--- src/rtl/block_fetch_pkg.sv ---
// Shared types and geometry defaults for the stereo block fetch path.
// Latency: n/a (declarations only).
// Backpressure: n/a.
//
// Contents: fetch FSM state type, default frame/tile geometry and tile index
// helpers that map a linear element index k (column fastest) to row/column.
package block_fetch_pkg;

    typedef enum logic [1:0] {
        IDLE  = 2'd0,
        ISSUE = 2'd1,
        DRAIN = 2'd2,
        DONE  = 2'd3
    } fetch_state_t;

    localparam int DEF_NUM_CH     = 2;
    localparam int DEF_BLOCK_H    = 6;
    localparam int DEF_BLOCK_W    = 2;
    localparam int DEF_WORD_W     = 48;
    localparam int DEF_ROW_WORDS  = 40;
    localparam int DEF_NUM_ROWS   = 320;
    localparam int DEF_RD_LATENCY = 2;

    // Tile row of element k; elements are numbered row-major, column fastest.
    function automatic int tile_row(input int k, input int blk_w);
        return k / blk_w;
    endfunction

    // Tile column of element k.
    function automatic int tile_col(input int k, input int blk_w);
        return k % blk_w;
    endfunction

endpackage

--- src/rtl/fetch_tag_pipe.sv ---
// Valid + tag delay line that tracks reads in flight against a fixed-latency BRAM.
// Latency: DEPTH cycles from src_vld/src_dat to dst_vld/dst_dat.
// Backpressure: none; the pipe always advances, any_vld reports reads still in flight.
//
// Ports:
//   clk_in, rst_in    clock, asynchronous active-low reset
//   src_vld, src_dat  tag entering alongside a BRAM address
//   dst_vld, dst_dat  tag emerging alongside the matching BRAM data
//   any_vld           at least one stage holds a valid tag
module fetch_tag_pipe #(
    parameter int DEPTH = 2,
    parameter int TAG_W = 8
) (
    input  logic             clk_in,
    input  logic             rst_in,
    input  logic             src_vld,
    input  logic [TAG_W-1:0] src_dat,
    output logic             dst_vld,
    output logic [TAG_W-1:0] dst_dat,
    output logic             any_vld
);

    logic [DEPTH-1:0]            vld_q;
    logic [DEPTH-1:0][TAG_W-1:0] dat_q;

    always_ff @(posedge clk_in or negedge rst_in) begin
        if (!rst_in) begin
            vld_q <= '0;
            dat_q <= '0;
        end else begin
            vld_q[0] <= src_vld;
            dat_q[0] <= src_dat;
            for (int i = 1; i < DEPTH; i++) begin
                vld_q[i] <= vld_q[i-1];
                dat_q[i] <= dat_q[i-1];
            end
        end
    end

    assign dst_vld = vld_q[DEPTH-1];
    assign dst_dat = dat_q[DEPTH-1];
    assign any_vld = |vld_q;

endmodule

--- src/rtl/block_buffer_fetcher.sv ---
// Fetches a BLOCK_H x BLOCK_W word tile per channel from line-packed frame BRAMs, channels in lockstep.
// Latency: one address per cycle; valid_out pulses N+RD_LATENCY+2 cycles after the accepting cycle.
// Backpressure: ready_out is high only in IDLE; valid_in at any other time is ignored.
//
// Ports:
//   clk_in, rst_in       clock, asynchronous active-low reset (aborts a fetch in flight)
//   valid_in, ready_out  request handshake; y_in/word_in give each channel's tile origin
//   addr_out, dout_in    per-channel BRAM read port (dout_in trails addr_out by RD_LATENCY)
//   tile_out, oob_out    per-channel tile (row-major) and out-of-frame flag of the last fetch
//   valid_out            one-cycle pulse: tile_out/oob_out are complete
module block_buffer_fetcher
    import block_fetch_pkg::*;
#(
    parameter  int NUM_CH     = DEF_NUM_CH,
    parameter  int BLOCK_H    = DEF_BLOCK_H,
    parameter  int BLOCK_W    = DEF_BLOCK_W,
    parameter  int WORD_W     = DEF_WORD_W,
    parameter  int ROW_WORDS  = DEF_ROW_WORDS,
    parameter  int NUM_ROWS   = DEF_NUM_ROWS,
    parameter  int RD_LATENCY = DEF_RD_LATENCY,
    localparam int Y_W        = $clog2(NUM_ROWS) + 1,
    localparam int X_W        = $clog2(ROW_WORDS) + 1,
    localparam int A_W        = $clog2(NUM_ROWS * ROW_WORDS)
) (
    input  logic                                                 clk_in,
    input  logic                                                 rst_in,
    input  logic                                                 valid_in,
    output logic                                                 ready_out,
    input  logic [NUM_CH-1:0][Y_W-1:0]                           y_in,
    input  logic [NUM_CH-1:0][X_W-1:0]                           word_in,
    output logic [NUM_CH-1:0][A_W-1:0]                           addr_out,
    input  logic [NUM_CH-1:0][WORD_W-1:0]                        dout_in,
    output logic [NUM_CH-1:0][BLOCK_H-1:0][BLOCK_W-1:0][WORD_W-1:0] tile_out,
    output logic [NUM_CH-1:0]                                    oob_out,
    output logic                                                 valid_out
);

    localparam int N   = BLOCK_H * BLOCK_W;
    localparam int K_W = (N > 1) ? $clog2(N) : 1;
    localparam int R_W = (BLOCK_H > 1) ? $clog2(BLOCK_H) : 1;
    localparam int C_W = (BLOCK_W > 1) ? $clog2(BLOCK_W) : 1;
    // One bit wider than the address so out-of-frame sums never wrap before the compare.
    localparam int E_W = A_W + 1;
    localparam logic [K_W-1:0] K_LAST = K_W'(N - 1);

    typedef struct packed {
        logic [K_W-1:0]    k;
        logic [NUM_CH-1:0] oob;
    } tag_t;

    fetch_state_t              state_q, state_d;
    logic [K_W-1:0]            k_q;
    logic [NUM_CH-1:0][Y_W-1:0] y_q;
    logic [NUM_CH-1:0][X_W-1:0] x_q;
    logic                      accept;
    logic                      issuing;
    logic                      pipe_busy;
    logic [R_W-1:0]            iss_row;
    logic [C_W-1:0]            iss_col;
    logic [NUM_CH-1:0]         iss_oob;
    tag_t                      iss_tag;
    logic                      cap_vld;
    tag_t                      cap_tag;
    logic [R_W-1:0]            cap_row;
    logic [C_W-1:0]            cap_col;

    assign accept  = valid_in && (state_q == IDLE);
    assign issuing = (state_q == ISSUE);

    // ---------------- FSM ----------------
    always_ff @(posedge clk_in or negedge rst_in) begin
        if (!rst_in) begin
            state_q <= IDLE;
        end else begin
            state_q <= state_d;
        end
    end

    always_comb begin
        state_d   = state_q;
        ready_out = 1'b0;
        valid_out = 1'b0;
        case (state_q)
            IDLE: begin
                ready_out = 1'b1;
                if (valid_in) state_d = ISSUE;
            end
            ISSUE: begin
                if (k_q == K_LAST) state_d = DRAIN;
            end
            DRAIN: begin
                // Wait until the last captured read has left the pipe.
                if (!pipe_busy) state_d = DONE;
            end
            DONE: begin
                valid_out = 1'b1;
                state_d   = IDLE;
            end
            default: state_d = IDLE;
        endcase
    end

    // ---------------- request latch + element counter ----------------
    always_ff @(posedge clk_in or negedge rst_in) begin
        if (!rst_in) begin
            k_q <= '0;
            y_q <= '0;
            x_q <= '0;
        end else if (accept) begin
            k_q <= '0;
            y_q <= y_in;
            x_q <= word_in;
        end else if (issuing && (k_q != K_LAST)) begin
            k_q <= k_q + 1'b1;
        end
    end

    assign iss_row = R_W'(tile_row(int'(k_q), BLOCK_W));
    assign iss_col = C_W'(tile_col(int'(k_q), BLOCK_W));

    // ---------------- per-channel address / out-of-frame ----------------
    // addr_out is a function of registered state only, so element k is on the
    // port in the cycle the counter holds k.
    for (genvar ch = 0; ch < NUM_CH; ch++) begin : g_ch
        logic [E_W-1:0] r_ext;
        logic [E_W-1:0] c_ext;
        logic [A_W-1:0] lin;

        assign r_ext       = E_W'(y_q[ch]) + E_W'(iss_row);
        assign c_ext       = E_W'(x_q[ch]) + E_W'(iss_col);
        assign iss_oob[ch] = (r_ext >= E_W'(NUM_ROWS)) || (c_ext >= E_W'(ROW_WORDS));
        assign lin         = A_W'(r_ext) * A_W'(ROW_WORDS) + A_W'(c_ext);
        assign addr_out[ch] = (issuing && !iss_oob[ch]) ? lin : '0;
    end

    assign iss_tag.k   = k_q;
    assign iss_tag.oob = iss_oob;

    fetch_tag_pipe #(
        .DEPTH (RD_LATENCY),
        .TAG_W ($bits(tag_t))
    ) u_tag_pipe (
        .clk_in  (clk_in),
        .rst_in  (rst_in),
        .src_vld (issuing),
        .src_dat (iss_tag),
        .dst_vld (cap_vld),
        .dst_dat (cap_tag),
        .any_vld (pipe_busy)
    );

    // ---------------- capture demux ----------------
    assign cap_row = R_W'(tile_row(int'(cap_tag.k), BLOCK_W));
    assign cap_col = C_W'(tile_col(int'(cap_tag.k), BLOCK_W));

    always_ff @(posedge clk_in or negedge rst_in) begin
        if (!rst_in) begin
            tile_out <= '0;
            oob_out  <= '0;
        end else begin
            if (accept) begin
                oob_out <= '0;
            end else if (cap_vld) begin
                oob_out <= oob_out | cap_tag.oob;
            end
            if (cap_vld) begin
                // Out-of-frame reads went to address 0; their data is replaced by zero.
                for (int ch = 0; ch < NUM_CH; ch++) begin
                    tile_out[ch][cap_row][cap_col] <= cap_tag.oob[ch] ? '0 : dout_in[ch];
                end
            end
        end
    end

endmodule
--- config.mk ---
export PLATFORM = sky130hd
export DESIGN_NAME = block_buffer_fetcher
export DESIGN_NICKNAME = d
export VERILOG_FILES = /design/src/rtl/block_fetch_pkg.sv /design/src/rtl/fetch_tag_pipe.sv /design/src/rtl/block_buffer_fetcher.sv
export SDC_FILE = /design/constraint.sdc
export NUM_CORES = 2
export LEC_CHECK = 0
export BUFFER_PORTS_ARGS = -buffer_cell sky130_fd_sc_hd__buf_2
export CORE_AREA = 2 2 518 520
export DETAILED_ROUTE_END_ITERATION = 8
export DIE_AREA = 0 0 520 522
export HOLD_SLACK_MARGIN = 0.03
export PLACE_DENSITY_LB_ADDON = 0.2
export SYNTH_ARGS = -nofsm -noshare
export SYNTH_HDL_FRONTEND = slang
export SYNTH_HIERARCHICAL = 1
export SYNTH_SLANG_ARGS = --single-unit
--- constraint.sdc ---
create_clock -name clk_in -period 4.2 [get_ports clk_in]
set_input_delay 0.21 -clock clk_in [delete_from_list [all_inputs] [get_ports clk_in]]
set_output_delay 0.21 -clock clk_in [all_outputs]
set_load 0.02 [all_outputs]
==> results.sh <==
export IMPL_outcome="complete, but fails checks"
export IMPL_violations="design-rule violations, negative setup slack"
export IMPL_synth_top_area_share_pct=66.4
export IMPL_power_mw=61.6
export IMPL_numCtsBuffers=157
export IMPL_drive_gt1_share_pct=31.1
export IMPL_synth_top_flop_cell="dfrtp_1"
export IMPL_die_area_mm2=0.271
export IMPL_slew_viol_final=0
export IMPL_ys_seq_area_share_pct=66.4
export IMPL_p_leak_nw=30.2
export IMPL_setup_violations=12
export IMPL_synth_avg_cell_area_um2=10.3
export IMPL_worst_slew_pin_slew_ns=1.26
export IMPL_worstPathRequired_ns=3.99
export IMPL_synth_fp_nets=4596
export IMPL_drt_iter0_markers=1978
export IMPL_dp_cells=9002
export IMPL_yosysWarnings=6
export IMPL_worstPathMaxFanout=4
export IMPL_h_tree_depth=4
export IMPL_gp_congestion=0.792
export IMPL_crit_path_start_kind="flop"
export IMPL_setup_worst_path_start="k_q[2]"
export IMPL_rrSetupSlack_ns=1.22
export IMPL_synth_top_area_cell="dfrtp_1"
export IMPL_wire_per_inst_um=22.1
export IMPL_fin_ws_ns=-0.366
export IMPL_critPathCaptureType="output port"
export IMPL_fmax_ghz=0.219
export IMPL_postSynth_asyncResetShare_pct=100
export IMPL_grt_pass1_wl_mm=290
export IMPL_maxCapViolations=0
export IMPL_path_clk_slew_ns=0.06
export IMPL_max_slew_margin_pct=16.3
export IMPL_synthCells=4414
export IMPL_p_seq_share_pct=32.6
export IMPL_power_switching_mw=27.1
export IMPL_final_antenna_net_count=0
export IMPL_synth_edf_count=0
export IMPL_rr_startpoint="u_tag_pipe/vld_q[1]"
export IMPL_root_buffer="clkbuf_16"
export IMPL_r2r_end="tile_out[776]"
export IMPL_ys_seq_elements=1208
export IMPL_firstDrtPassIters=9
export IMPL_finalHoldViolCount=0
export IMPL_rsz0062_at_grt="true"
export IMPL_antenna_found_initial=33
export IMPL_share_comb_of_total_power_pct=45.3
export IMPL_grt_pass1_vias=36080
export IMPL_nNetsFinal=5868
export IMPL_start_util_pct=17.1
export IMPL_tritoncts="built"
export IMPL_clock_sinks=1208
export IMPL_instances_no_fill=9373
export IMPL_syn_area_mm2=0.0455
export IMPL_port_buffers=1316
export IMPL_core_area_mm2=0.266
export IMPL_num_vias=36419
export IMPL_irDropWorstVdd_uv=476
export IMPL_track_usage_pct=14.8
export IMPL_clock_path_buffers=4
export IMPL_cp_arrival_ns=4.36
export IMPL_num_rows=190
export IMPL_synthDistinctLibCells=60
export IMPL_io_pins=1317
export IMPL_grt_max_degree=127
export IMPL_drc_errors=288
export IMPL_die_h_um=522
export IMPL_clock_skew_ns=0.0488
export IMPL_switching_share_pct=44.0
export IMPL_timing_final_crit_period_ns=4.57
export IMPL_synth_area_leaders="dfrtp_1, o21ai_0, nand2_1, clkbuf_1, nand2b_1"
export IMPL_power_internal_mw=34.5
export IMPL_dp_hpwl_mm=146
export IMPL_r2r_cells=5
export IMPL_min_period_over_period_pct=109
export IMPL_insertion_delay_ns=0.79
export IMPL_die_w_um=520
export IMPL_wirelength_mm=208
export IMPL_path_class="reg2out"
export IMPL_gr_total_overflow=0
export IMPL_viasPerCell=3.89
export IMPL_power_density_mw_per_mm2=982
export IMPL_syn2layout_area_growth_pct=37.8
export IMPL_hp_class="in2reg"
export IMPL_crit_end="addr_out[13]"
export IMPL_clkPwrFrac_pct=22.1
export IMPL_finish_utilization_pct=23.6
## state kept, by name (all words and copies together), names as in the netlist
| signal | cells |
|---|---|
| k_q | 4 |
| y_q | 20 |
| state_q | 2 |
| u_tag_pipe/dat_q | 6 |
| x_q | 14 |
| u_tag_pipe/dst_dat | 6 |
| tile_out | 1152 |
| u_tag_pipe/vld_q | 2 |
| oob_out | 2 |
## stage by stage
step / TNS (ns) / hold WS (ns) / worst slack [ns] / instance area, µm²
4_1_cts: -4.06 / 0.0393 / -0.531 / 62500
5_1_grt: -5.18 / 0.0986 / -0.594 / 62700
3_3_place_gp: 0 / 0.229 / 0.0560 / 56300
2_1_floorplan: 0 / -0.0856 / 0.178 / 45500
3_5_place_dp: -0.00238 / 0.226 / -0.00238 / 56300
6_report: -2.40 / 0.0808 / -0.366 / 62800
## logic make-up (layout without fill, tap and decap cells)
logic type	Yosys count	count (layout)	synth area share, %
AND/OR/NAND/NOR	1411	1411	12.6
other	0	20	0
flip-flops	1208	1208	66.4
XOR/XNOR	67	67	1.35
buffers and inverters	406	1793	3.42
AO/OA/AOI/OAI	1237	1237	13.9
adder cells (fa/ha/maj)	49	49	1.45
multiplexers	36	36	0.874
## per-layer routing
metal	track usage, %	part of all wire, %	up-vias
met1	18.0	41	17682
met4	4.77	3.2	12
met2	23.9	46	1313
met3	5.72	9.4	292
li1	-	-	17120
met5	0	0.034	-
## power groups by stage
stage,Clock (mW),Combinational (mW),Sequential [mW]
global placement,0,26.1,20.0
floorplan,0,8.40,26.0
global route,14.5,30.3,20.8
detailed placement,0,26.0,20.2
CTS,14.0,27.6,20.1
finish,13.6,27.9,20.1
## worst max-delay path, stage by stage (launching register included)
cell and delay [ns]:
dfrtp_1 0.41, ha_1 0.28, a21o_1 0.22, a21oi_2 0.21, xnor2_2 0.18, ha_4 0.25
ha_4 0.16, fa_2 0.60, ha_4 0.22, a21oi_2 0.15, a21oi_2 0.07, and3_4 0.21
nand3_2 0.07, xor3_1 0.23, nor2_2 0.16, buf_6 0.14
## placed cells by master (no fill, tap or decap), types with 29 or more instances in the layout
master            n
dlygate4sd3_1    49
clkbuf_1         46
clkbuf_16       161
mux2_2           29
xnor2_1          35
o21ai_0        1168
nand2b_1         98
buf_4           106
nor2_1           47
dfrtp_1        1205
buf_2          1302
nand2_1        1176
## synth_stat cells (2+ instances only)
cell      count
and3b_1       2
nand4_1       8
a21oi_1      25
a22oi_1       2
clkbuf_1    355
a21o_1        8
o21a_1        2
nand2b_1    102
o21bai_1      5
mux2i_1       6
nor2b_1       8
and3_1       17
o21ai_0    1170
nor2_1       49
mux2_2       30
ha_1         43
clkbuf_2      2
nor3_1        3
xor2_1       17
nand2_1    1189
xnor2_1      48
buf_2         8
a211oi_1      6
a21oi_2       3
dfrtp_1    1208
and2_1        7
nand3b_1      2
fa_1          6
inv_1        23
nor3b_1       2
buf_1        12
nand3_1      13
buf_4         6
## worst min-delay path by stage
stage	from	end	slack, ns	cells after the start
3_3_place_gp	rst_in	tile_out[753]	0.23	1
5_1_grt	dout_in[38]	tile_out[326]	0.1	3
6_report	dout_in[0]	tile_out[432]	0.08	3
3_5_place_dp	rst_in	tile_out[891]	0.23	1
2_1_floorplan	rst_in	k_q[0]	-0.09	0
4_1_cts	dout_in[17]	tile_out[17]	0.04	3
## repair_timing
item                                    in CTS  in global routing
pin swaps                                   44                 32
hold endpoints to repair                   235                  1
endpoints found under the setup margin      14                 18
hold buffers                                48                  1
resized for setup                           90                 31
setup buffers                               18                 12
## area by class of cell
type / instances / area (µm²)
tap: 3552 / 4440
clock buffer: 235 / 4590
multi-input combinational: 2800 / 14300
sequential: 1208 / 30200
antenna: 20 / 50.0
clock inverter: 39 / 527
timing repair buffer: 1496 / 8490
inverter: 23 / 86.3
fill: 29172 / 204000
No activity file was read; power rests on OpenSTA's default activity.
